**src/rtl/lock_pkg.sv**
```systemverilog
// Shared types and constants for the keypad lock controller.
// State encodings are visible on the `state` output, so their values are fixed.
package lock_pkg;

  typedef enum logic [2:0] {
    ST_IDLE      = 3'd0,
    ST_SET_AWAIT = 3'd1,
    ST_OPENED    = 3'd2,
    ST_ALARM     = 3'd3,
    ST_INPUT     = 3'd4,
    ST_LOCKOUT   = 3'd5
  } lock_state_t;

  localparam int BLINK_W  = 16;
  localparam int DB_CNT_W = 4;

  function automatic logic [1:0] sat_inc2(input logic [1:0] v);
    return (v == 2'd3) ? v : v + 2'd1;
  endfunction

endpackage

```
**src/rtl/btn_debounce.sv**
```systemverilog
// Two-flop synchronizer plus stable-sample debouncer for one raw push-button.
// Emits a single-cycle pulse on an accepted press; releases must be equally stable.
module btn_debounce
  import lock_pkg::*;
#(
  parameter int DEBOUNCE_CYCLES = 4
) (
  input  logic clk,
  input  logic rst,
  input  logic btn,
  output logic press
);

  localparam logic [DB_CNT_W-1:0] CNT_TC = DB_CNT_W'(DEBOUNCE_CYCLES - 1);

  if (DEBOUNCE_CYCLES < 1 || DEBOUNCE_CYCLES > 15) begin : g_bad_cfg
    $error("btn_debounce: DEBOUNCE_CYCLES out of range");
  end

  logic                sync1;
  logic                sync2;
  logic [1:0]          warm;
  logic                level;
  logic [DB_CNT_W-1:0] cnt;

  // level resets high so a button held through reset must be released first;
  // warm masks the two cycles where sync2 still holds reset values, not the pin.
  always_ff @(posedge clk) begin
    if (rst) begin
      sync1 <= 1'b0;
      sync2 <= 1'b0;
      warm  <= 2'b00;
      level <= 1'b1;
      cnt   <= '0;
      press <= 1'b0;
    end else begin
      sync1 <= btn;
      sync2 <= sync1;
      warm  <= {warm[0], 1'b1};
      press <= 1'b0;
      if (!warm[1] || sync2 == level) begin
        cnt <= '0;
      end else if (cnt == CNT_TC) begin
        level <= sync2;
        cnt   <= '0;
        press <= sync2;
      end else begin
        cnt <= cnt + 1'b1;
      end
    end
  end

endmodule

```
**src/rtl/lock_controller.sv**
```systemverilog
// Keypad lock sequencer: debounced buttons, code check, re-programming, alarm.
// Define LOCK_LOCKOUT_EN to add the timed lockout after MAX_TRIES failed codes.
//
// state      | meaning
// IDLE       | locked, waiting for enter to start code entry
// SET_AWAIT  | open, waiting for check to latch a new password
// OPENED     | correct code accepted, lock open
// ALARM      | wrong code, led blinking until enter
// INPUT      | code entry, enter compares, check cancels
// LOCKOUT    | too many failures, all presses ignored until timer expires
module lock_controller
  import lock_pkg::*;
#(
  parameter int PW_WIDTH        = 7,
  parameter int DEBOUNCE_CYCLES = 4,
  parameter int MAX_TRIES       = 3,
  parameter int LOCKOUT_CYCLES  = 256,
  parameter int BLINK_BIT       = 8
) (
  input  logic                clk,
  input  logic                rst,
  input  logic                btn_check,
  input  logic                btn_enter,
  input  logic [PW_WIDTH-1:0] code_in,
  output logic                opened,
  output logic                alarm_led,
  output logic [2:0]          state,
  output logic [1:0]          fails,
  output logic                lockout
);

  if (PW_WIDTH < 1 || MAX_TRIES < 1 || MAX_TRIES > 3 || LOCKOUT_CYCLES < 2 ||
      LOCKOUT_CYCLES > 65535 || BLINK_BIT < 0 || BLINK_BIT >= BLINK_W) begin : g_bad_cfg
    $error("lock_controller: parameter out of range");
  end

  lock_state_t         state_q;
  lock_state_t         state_d;
  logic                chk_p;
  logic                ent_raw_p;
  logic                ent_p;
  logic                code_ok;
  logic                pw_load;
  logic                fails_clr;
  logic                fails_inc;
  logic [PW_WIDTH-1:0] pw_q;
  logic [1:0]          fails_q;
  logic [BLINK_W-1:0]  blink_q;

  btn_debounce #(.DEBOUNCE_CYCLES(DEBOUNCE_CYCLES)) u_db_check (
    .clk   (clk),
    .rst   (rst),
    .btn   (btn_check),
    .press (chk_p)
  );

  btn_debounce #(.DEBOUNCE_CYCLES(DEBOUNCE_CYCLES)) u_db_enter (
    .clk   (clk),
    .rst   (rst),
    .btn   (btn_enter),
    .press (ent_raw_p)
  );

  // check has priority when both presses land in the same cycle
  assign ent_p   = ent_raw_p & ~chk_p;
  assign code_ok = (code_in == pw_q);

`ifdef LOCK_LOCKOUT_EN
  localparam logic [15:0] LOCK_TC   = 16'(LOCKOUT_CYCLES - 1);
  localparam logic [1:0]  TRIES_LIM = 2'(MAX_TRIES);

  logic [15:0] lock_tmr_q;
  logic        lock_done;
  logic        lock_hit;

  assign lock_hit  = (sat_inc2(fails_q) >= TRIES_LIM);
  assign lock_done = (lock_tmr_q == '0);

  // Loaded on the entry edge so the exit lands exactly LOCKOUT_CYCLES later.
  always_ff @(posedge clk) begin
    if (rst) begin
      lock_tmr_q <= '0;
    end else if (state_d == ST_LOCKOUT && state_q != ST_LOCKOUT) begin
      lock_tmr_q <= LOCK_TC;
    end else if (state_q == ST_LOCKOUT && !lock_done) begin
      lock_tmr_q <= lock_tmr_q - 16'd1;
    end
  end
`endif

  always_ff @(posedge clk) begin
    if (rst) begin
      state_q <= ST_IDLE;
    end else begin
      state_q <= state_d;
    end
  end

  always_comb begin
    state_d   = state_q;
    pw_load   = 1'b0;
    fails_clr = 1'b0;
    fails_inc = 1'b0;
    case (state_q)
      ST_IDLE: begin
        if (ent_p) state_d = ST_INPUT;
      end
      ST_INPUT: begin
        if (chk_p) begin
          state_d = ST_IDLE;
        end else if (ent_p) begin
          if (code_ok) begin
            state_d   = ST_OPENED;
            fails_clr = 1'b1;
          end else begin
            fails_inc = 1'b1;
            state_d   = ST_ALARM;
`ifdef LOCK_LOCKOUT_EN
            if (lock_hit) state_d = ST_LOCKOUT;
`endif
          end
        end
      end
      ST_OPENED: begin
        if (chk_p)      state_d = ST_SET_AWAIT;
        else if (ent_p) state_d = ST_IDLE;
      end
      ST_SET_AWAIT: begin
        if (chk_p) begin
          pw_load = 1'b1;
          state_d = ST_IDLE;
        end else if (ent_p) begin
          state_d = ST_IDLE;
        end
      end
      ST_ALARM: begin
        if (ent_p) state_d = ST_IDLE;
      end
`ifdef LOCK_LOCKOUT_EN
      ST_LOCKOUT: begin
        if (lock_done) begin
          state_d   = ST_IDLE;
          fails_clr = 1'b1;
        end
      end
`endif
      default: state_d = ST_IDLE;
    endcase
  end

  always_ff @(posedge clk) begin
    if (rst) begin
      pw_q    <= '0;
      fails_q <= '0;
      blink_q <= '0;
    end else begin
      blink_q <= blink_q + 1'b1;
      if (pw_load) pw_q <= code_in;
      if (fails_clr)      fails_q <= '0;
      else if (fails_inc) fails_q <= sat_inc2(fails_q);
    end
  end

  always_comb begin
    state     = state_q;
    opened    = (state_q == ST_OPENED);
    lockout   = 1'b0;
    alarm_led = 1'b0;
`ifdef LOCK_LOCKOUT_EN
    lockout = (state_q == ST_LOCKOUT);
`endif
    if (state_q == ST_ALARM || state_q == ST_LOCKOUT) alarm_led = blink_q[BLINK_BIT];
  end

  assign fails = fails_q;

endmodule

```
**config.mk**
```make
export PLATFORM = sky130hd
export DESIGN_NAME = lock_controller
export DESIGN_NICKNAME = d
export VERILOG_FILES = /design/src/rtl/lock_pkg.sv /design/src/rtl/btn_debounce.sv /design/src/rtl/lock_controller.sv
export SDC_FILE = /design/constraint.sdc
export NUM_CORES = 1
export LEC_CHECK = 0
export BUFFER_PORTS_ARGS = -buffer_cell sky130_fd_sc_hd__buf_2
export CAP_MARGIN = 30
export CORE_UTILIZATION = 45
export CTS_BUF_LIST = sky130_fd_sc_hd__clkbuf_8
export DETAILED_ROUTE_END_ITERATION = 10
export GPL_TIMING_DRIVEN = 0
export PLACE_DENSITY = 0.64
export SLEW_MARGIN = 20
export SYNTH_ARGS = -nofsm -noshare
export SYNTH_HDL_FRONTEND = slang
export SYNTH_SLANG_ARGS = --single-unit
```
**constraint.sdc**
```tcl
create_clock -name clk -period 1.75 [get_ports clk]
set_clock_uncertainty 0.15 [all_clocks]
set_input_delay 0.175 -clock clk [delete_from_list [all_inputs] [get_ports clk]]
set_output_delay 0.175 -clock clk [all_outputs]
set_load 0.05 [all_outputs]
```
Word level (Yosys, flattened, before mapping)
Cells that the tools add are included.

$add $sub $neg: 4. Equal/unequal tests: 13. Muxes and demuxes: 21. Bitwise gates (word level): 7. Reductions and logical operators: 15.

Operator list (count): $mux W3 (6); $add A16 B1 Y16 const B (1); $pmux W3 S5 (1); $mux W1 (14); $reduce_or A3 Y1 (4); $add A4 B1 Y4 const B (2); $eq A4 B2 Y1 const B (2); $reduce_and A2 Y1 (4); $eq A7 B7 Y1 (1); $eq A3 B2 Y1 const B (2); $eq A3 B3 Y1 const B (2); $not A1 Y1 (6); $eq A3 B1 Y1 const B (1); $logic_not A3 Y1 (1); $logic_or A1 B1 Y1 (3); $ne A3 B2 Y1 const B (1); $add A2 B1 Y2 const B (1); $eq A1 B1 Y1 (2); $eq A2 B2 Y1 const B (1); $logic_not A1 Y1 (2); $ne A2 B2 Y1 const B (1); $reduce_or A2 Y1 (1); $and A1 B1 Y1 (1).

Register bits: 48. Bits of input ports: 11. Output and inout port bits: 8.

Logic depth before layout (Yosys ltp)
Word-level depth: 6. Depth in mapped cells: 5.

By module
From an unflattened synthesis, not the netlist that was laid out.

Cell total of the unflattened synthesis: 164. Area total of the unflattened synthesis: 1627.8 um2.

By module, submodules not included: lock_controller (times used 1, cells an instance 100, area each 939.7 um2); btn_debounce (times used 2, cells an instance 32, area each 344.1 um2).

Worst setup path after synthesis
Ideal clock, no wire load.

Path type: register to output. From: register state_q[1] (netlist: state[1]). To: output port opened. Arrival: 1.939 ns. Data required time: 1.425 ns. Path slack: -0.514 ns. Cell stages (with the launch flop): 2. Buffers on the path: 0. Cells stage by stage: dfxtp_1 -> nor3b_1.

Cells in the longest elaborated chain, start to end: 1.

Ends and longest elaborated chain: start, declared (RTL line lock_controller.sv:37) `lock_state_t state_q;`; start signal, assigned (RTL line lock_controller.sv:95) `state_q <= state_d;`; $eq A3 B2 Y1 (RTL line lock_controller.sv:166) `opened = (state_q == ST_OPENED);`; end, declared (RTL line lock_controller.sv:25) `output logic opened,`.

Every way passes these cells.

Final worst setup path
From: register pw_q[1]. To: register fails_q[0] (netlist: fails[0]).

Cells in the longest elaborated chain, start to end: 6.

Ends and longest elaborated chain: start, declared (RTL line lock_controller.sv:46) `logic [PW_WIDTH-1:0] pw_q;`; start signal, assigned (RTL line lock_controller.sv:158) `if (pw_load) pw_q <= code_in;`; $eq A7 B7 Y1 (*) (RTL line lock_controller.sv:66) `assign code_ok = (code_in == pw_q);`; $mux W1 (RTL line lock_controller.sv:112) `if (code_ok) begin`; $mux W1 (RTL line lock_controller.sv:111) `end else if (ent_p) begin`; $mux W1 (RTL line lock_controller.sv:109) `if (chk_p) begin`; $mux W1 (RTL line lock_controller.sv:104) `case (state_q)`; $reduce_and A2 Y1 (no source line) or $reduce_or A2 Y1 (tied branches); end signal, assigned (RTL line lock_controller.sv:160) `else if (fails_inc) fails_q <= sat_inc2(fails_q);`; end, declared (RTL line lock_controller.sv:47) `logic [1:0] fails_q;`.

Every way passes the cells marked *; elsewhere a longest branch is shown, timed or not. A chain may end at the register's enable or synchronous reset.

==> impl_metrics.toml <==
[placement]
dp_slack_ps = -47.3
hpwlAfterDp_um = 1920
dp.cells = 223
place_area_mm2 = 0.00170
port-buffer-count = 16
gp_congestion = 0.782

[clocking]
clk_latency_ps = 290
clock_sinks = 39
clk_pin_slew_ps = 70
cts_root_buf = "clkbuf_8"
h-tree-depth = 2
cts_buffers = 5
cts_setup_buffers = 0
clk_path_buf_depth = 2
cts_tree = "built"

[logic_synthesis]
synth_compound_area_share_pct = 6.26
yosysTopAreaCell = "dfxtp_1"
synthFlopType = "dfxtp_1"
yosysWarningCount = 0
synthArstFlopShare_pct = 0
synth-simple-area-share_pct = 21.1
synth.most_common_cell = "dfxtp_1"
synth_edf_count = 0
synth.top_cells.by_area = "dfxtp_1 (50%), xor2_1 (7.3%), nor2_1 (5.3%), mux2i_1 (4.5%), nand3_1 (3.5%)"
synth_adder_area_share_pct = 3.21
synthCells = 161
syn_nets = 176
ys_top_cells_by_count = "dfxtp_1 (39), nor2_1 (22), xor2_1 (13)"
postSynthAreaPerCell_um2 = 9.68
synth_area_mm2 = 0.00156
seq_area_frac_synth_pct = 50.1
yosysTopAreaCellShare_pct = 50.1
synth_top_family_by_area = "simple AND/OR/NAND/NOR gates"
yosys.area_share.xor_xnor_pct = 10.7
synth_cell_type_count = 30
synthMuxAreaShare_pct = 5.46
yosys_register_bits = 39

[cells_and_area]
final_area_mm2 = 0.00188
fin_nets = 202
diodes = 0
final_cells = 234
areaGrowthSynthToFinish_pct = 20.3
final_layout_size_suffix_gt1_share_pct = 20.2

[routing]
wl_per_cell_um = 11.3
wl_um = 2650
vias = 1140
vias_per_cell = 4.87
firstDrtPassIters = 4
route.detailed.drc = 0
ant_nets = 0
drt_iter0_drc = 51

[timing]
holdWs_ps = 1.12
slew_violations = 0
period_share_pct = 98.9
rsz0062_at_grt = "true"
clock.fmax_ghz = 0.578
post-route-min-period_ps = 1730
fin_ws_ps = 19.4
hold_violations = 0
setup_violations = 0

[die]
die_w_um = 60.9
core_mm2 = 0.00334
dieHeight_um = 60.9
num_rows = 21
initial_core_util_pct = 46.7
io_pins = 19
die-area_mm2 = 0.00370

[power]
power_density_mw_per_mm2 = 872
p_leak_nw = 0.759
vdd_drop_max_uv = 659
total_power_mw = 1.64

[worst_setup_path]
cp-start-kind = "register"
crit_path_cell_trace = "xor2_2 -> nor4_4 -> a41oi_2 -> a22o_1 -> mux2_4"
worst-path-max-fanout = 3
critical_path_class = "register to register"
required_ps = 1780
cp.arrival_ps = 1760
critPathSlowestCell = "dfxtp_2"
cp-end-kind = "register"
cp-startpoint = "pw_q[1]"
crit_path_max_incr_delay_ps = 330
r2r_start = "pw_q[1]"

[min_path]
hold_path.class = "primary input to register"
hold_start = "code_in[4]"

[global_routing]
grt_max_degree = 12
track_usage_pct = 16.8
grt_overflow = 0
first_global_vias = 1112
grt_pass1_wl_um = 4430
antenna_found_initial = 0

[flow_run]
max_cap_violations = 0

[status]
status = "completed"
==> cell families (layout without fill, tap and decap cells) <==
logic type | Yosys count | count (layout)
other | 1 | 1
DFF | 39 | 39
buffers and inverters | 11 | 38
and+or+nand+nor | 64 | 64
AOI/OAI and AO/OA | 15 | 15
xor gates and xnor gates | 19 | 19
muxes | 8 | 8
adders and majority gates | 4 | 4
==> power breakdown <==
part	internal (mW)	total [mW]	switching (mW)
Clock	0.353	0.644	0.291
Sequential	0.902	0.912	0.00979
Combinational	0.0365	0.0793	0.0428
==> registers in the layout (all words and copies together) (netlist names), 2 cells and up <==
signal          flops
pw_q                7
u_db_check.cnt      4
blink_q             9
u_db_enter.cnt      4
state               3
fails               2
==> path summary, 6_finish.rpt <==
kind,cells past startpoint,to,slack [ps]
max,5,fails[0],20
min,3,pw_q[4],1
max reg2reg,5,fails[0],20
min reg2reg,1,u_db_enter.sync2,290
==> worst max-delay path, delay by kind of cell (launching register included) <==
family           cells  cell delay [ps]
XOR/XNOR             1              150
multiplexers         1              250
AO/OA/AOI/OAI        2              460
AND/OR/NAND/NOR      1              280
flip-flops           1              330
==> layer usage <==
layer  global-route usage [%]  vias to the layer above  part of all wire (%)
met4                     7.79                        0                   2.0
li1                         -                      589                     -
met1                     18.0                      527                    47
met3                     7.04                        8                   3.6
met5                        0                        -                     0
met2                     28.6                       16                    48
==> cells in the final DEF (no fill, tap or decap), types with 5 or more instances in the layout <==
master / n
a21oi_1: 5
buf_2: 17
clkbuf_8: 7
dfxtp_1: 35
inv_1: 6
mux2i_1: 7
nand2_1: 8
nand3_1: 11
nor2_1: 22
nor2b_1: 7
xnor2_1: 6
xor2_1: 11
==> final cells by class <==
type	count	area, µm²
Tap cell	46	57.6
Sequential cell	39	786
Fill cell	321	1460
Clock inverter	1	3.75
Timing Repair Buffer	20	120
Clock buffer	7	96.3
Inverter	5	18.8
Buffer	5	23.8
Multi-Input combinational cell	111	769
==> metrics by stage <==
step / TNS (ps) / util, %
global route: -78.5 / 56.2
global placement: -21.5 / 51.1
finish: 0 / 56.2
CTS: -6.41 / 55.4
floorplan: -46.5 / -
detailed placement: -47.3 / 51.1
==> timing repair <==
item                                   CTS  global route
hold buffers                             4             0
pin swaps                                4             5
resized for setup                        2             5
endpoints found under the hold margin    4             0
setup endpoints to repair                2             2
(Power assumes the default switching activity.)
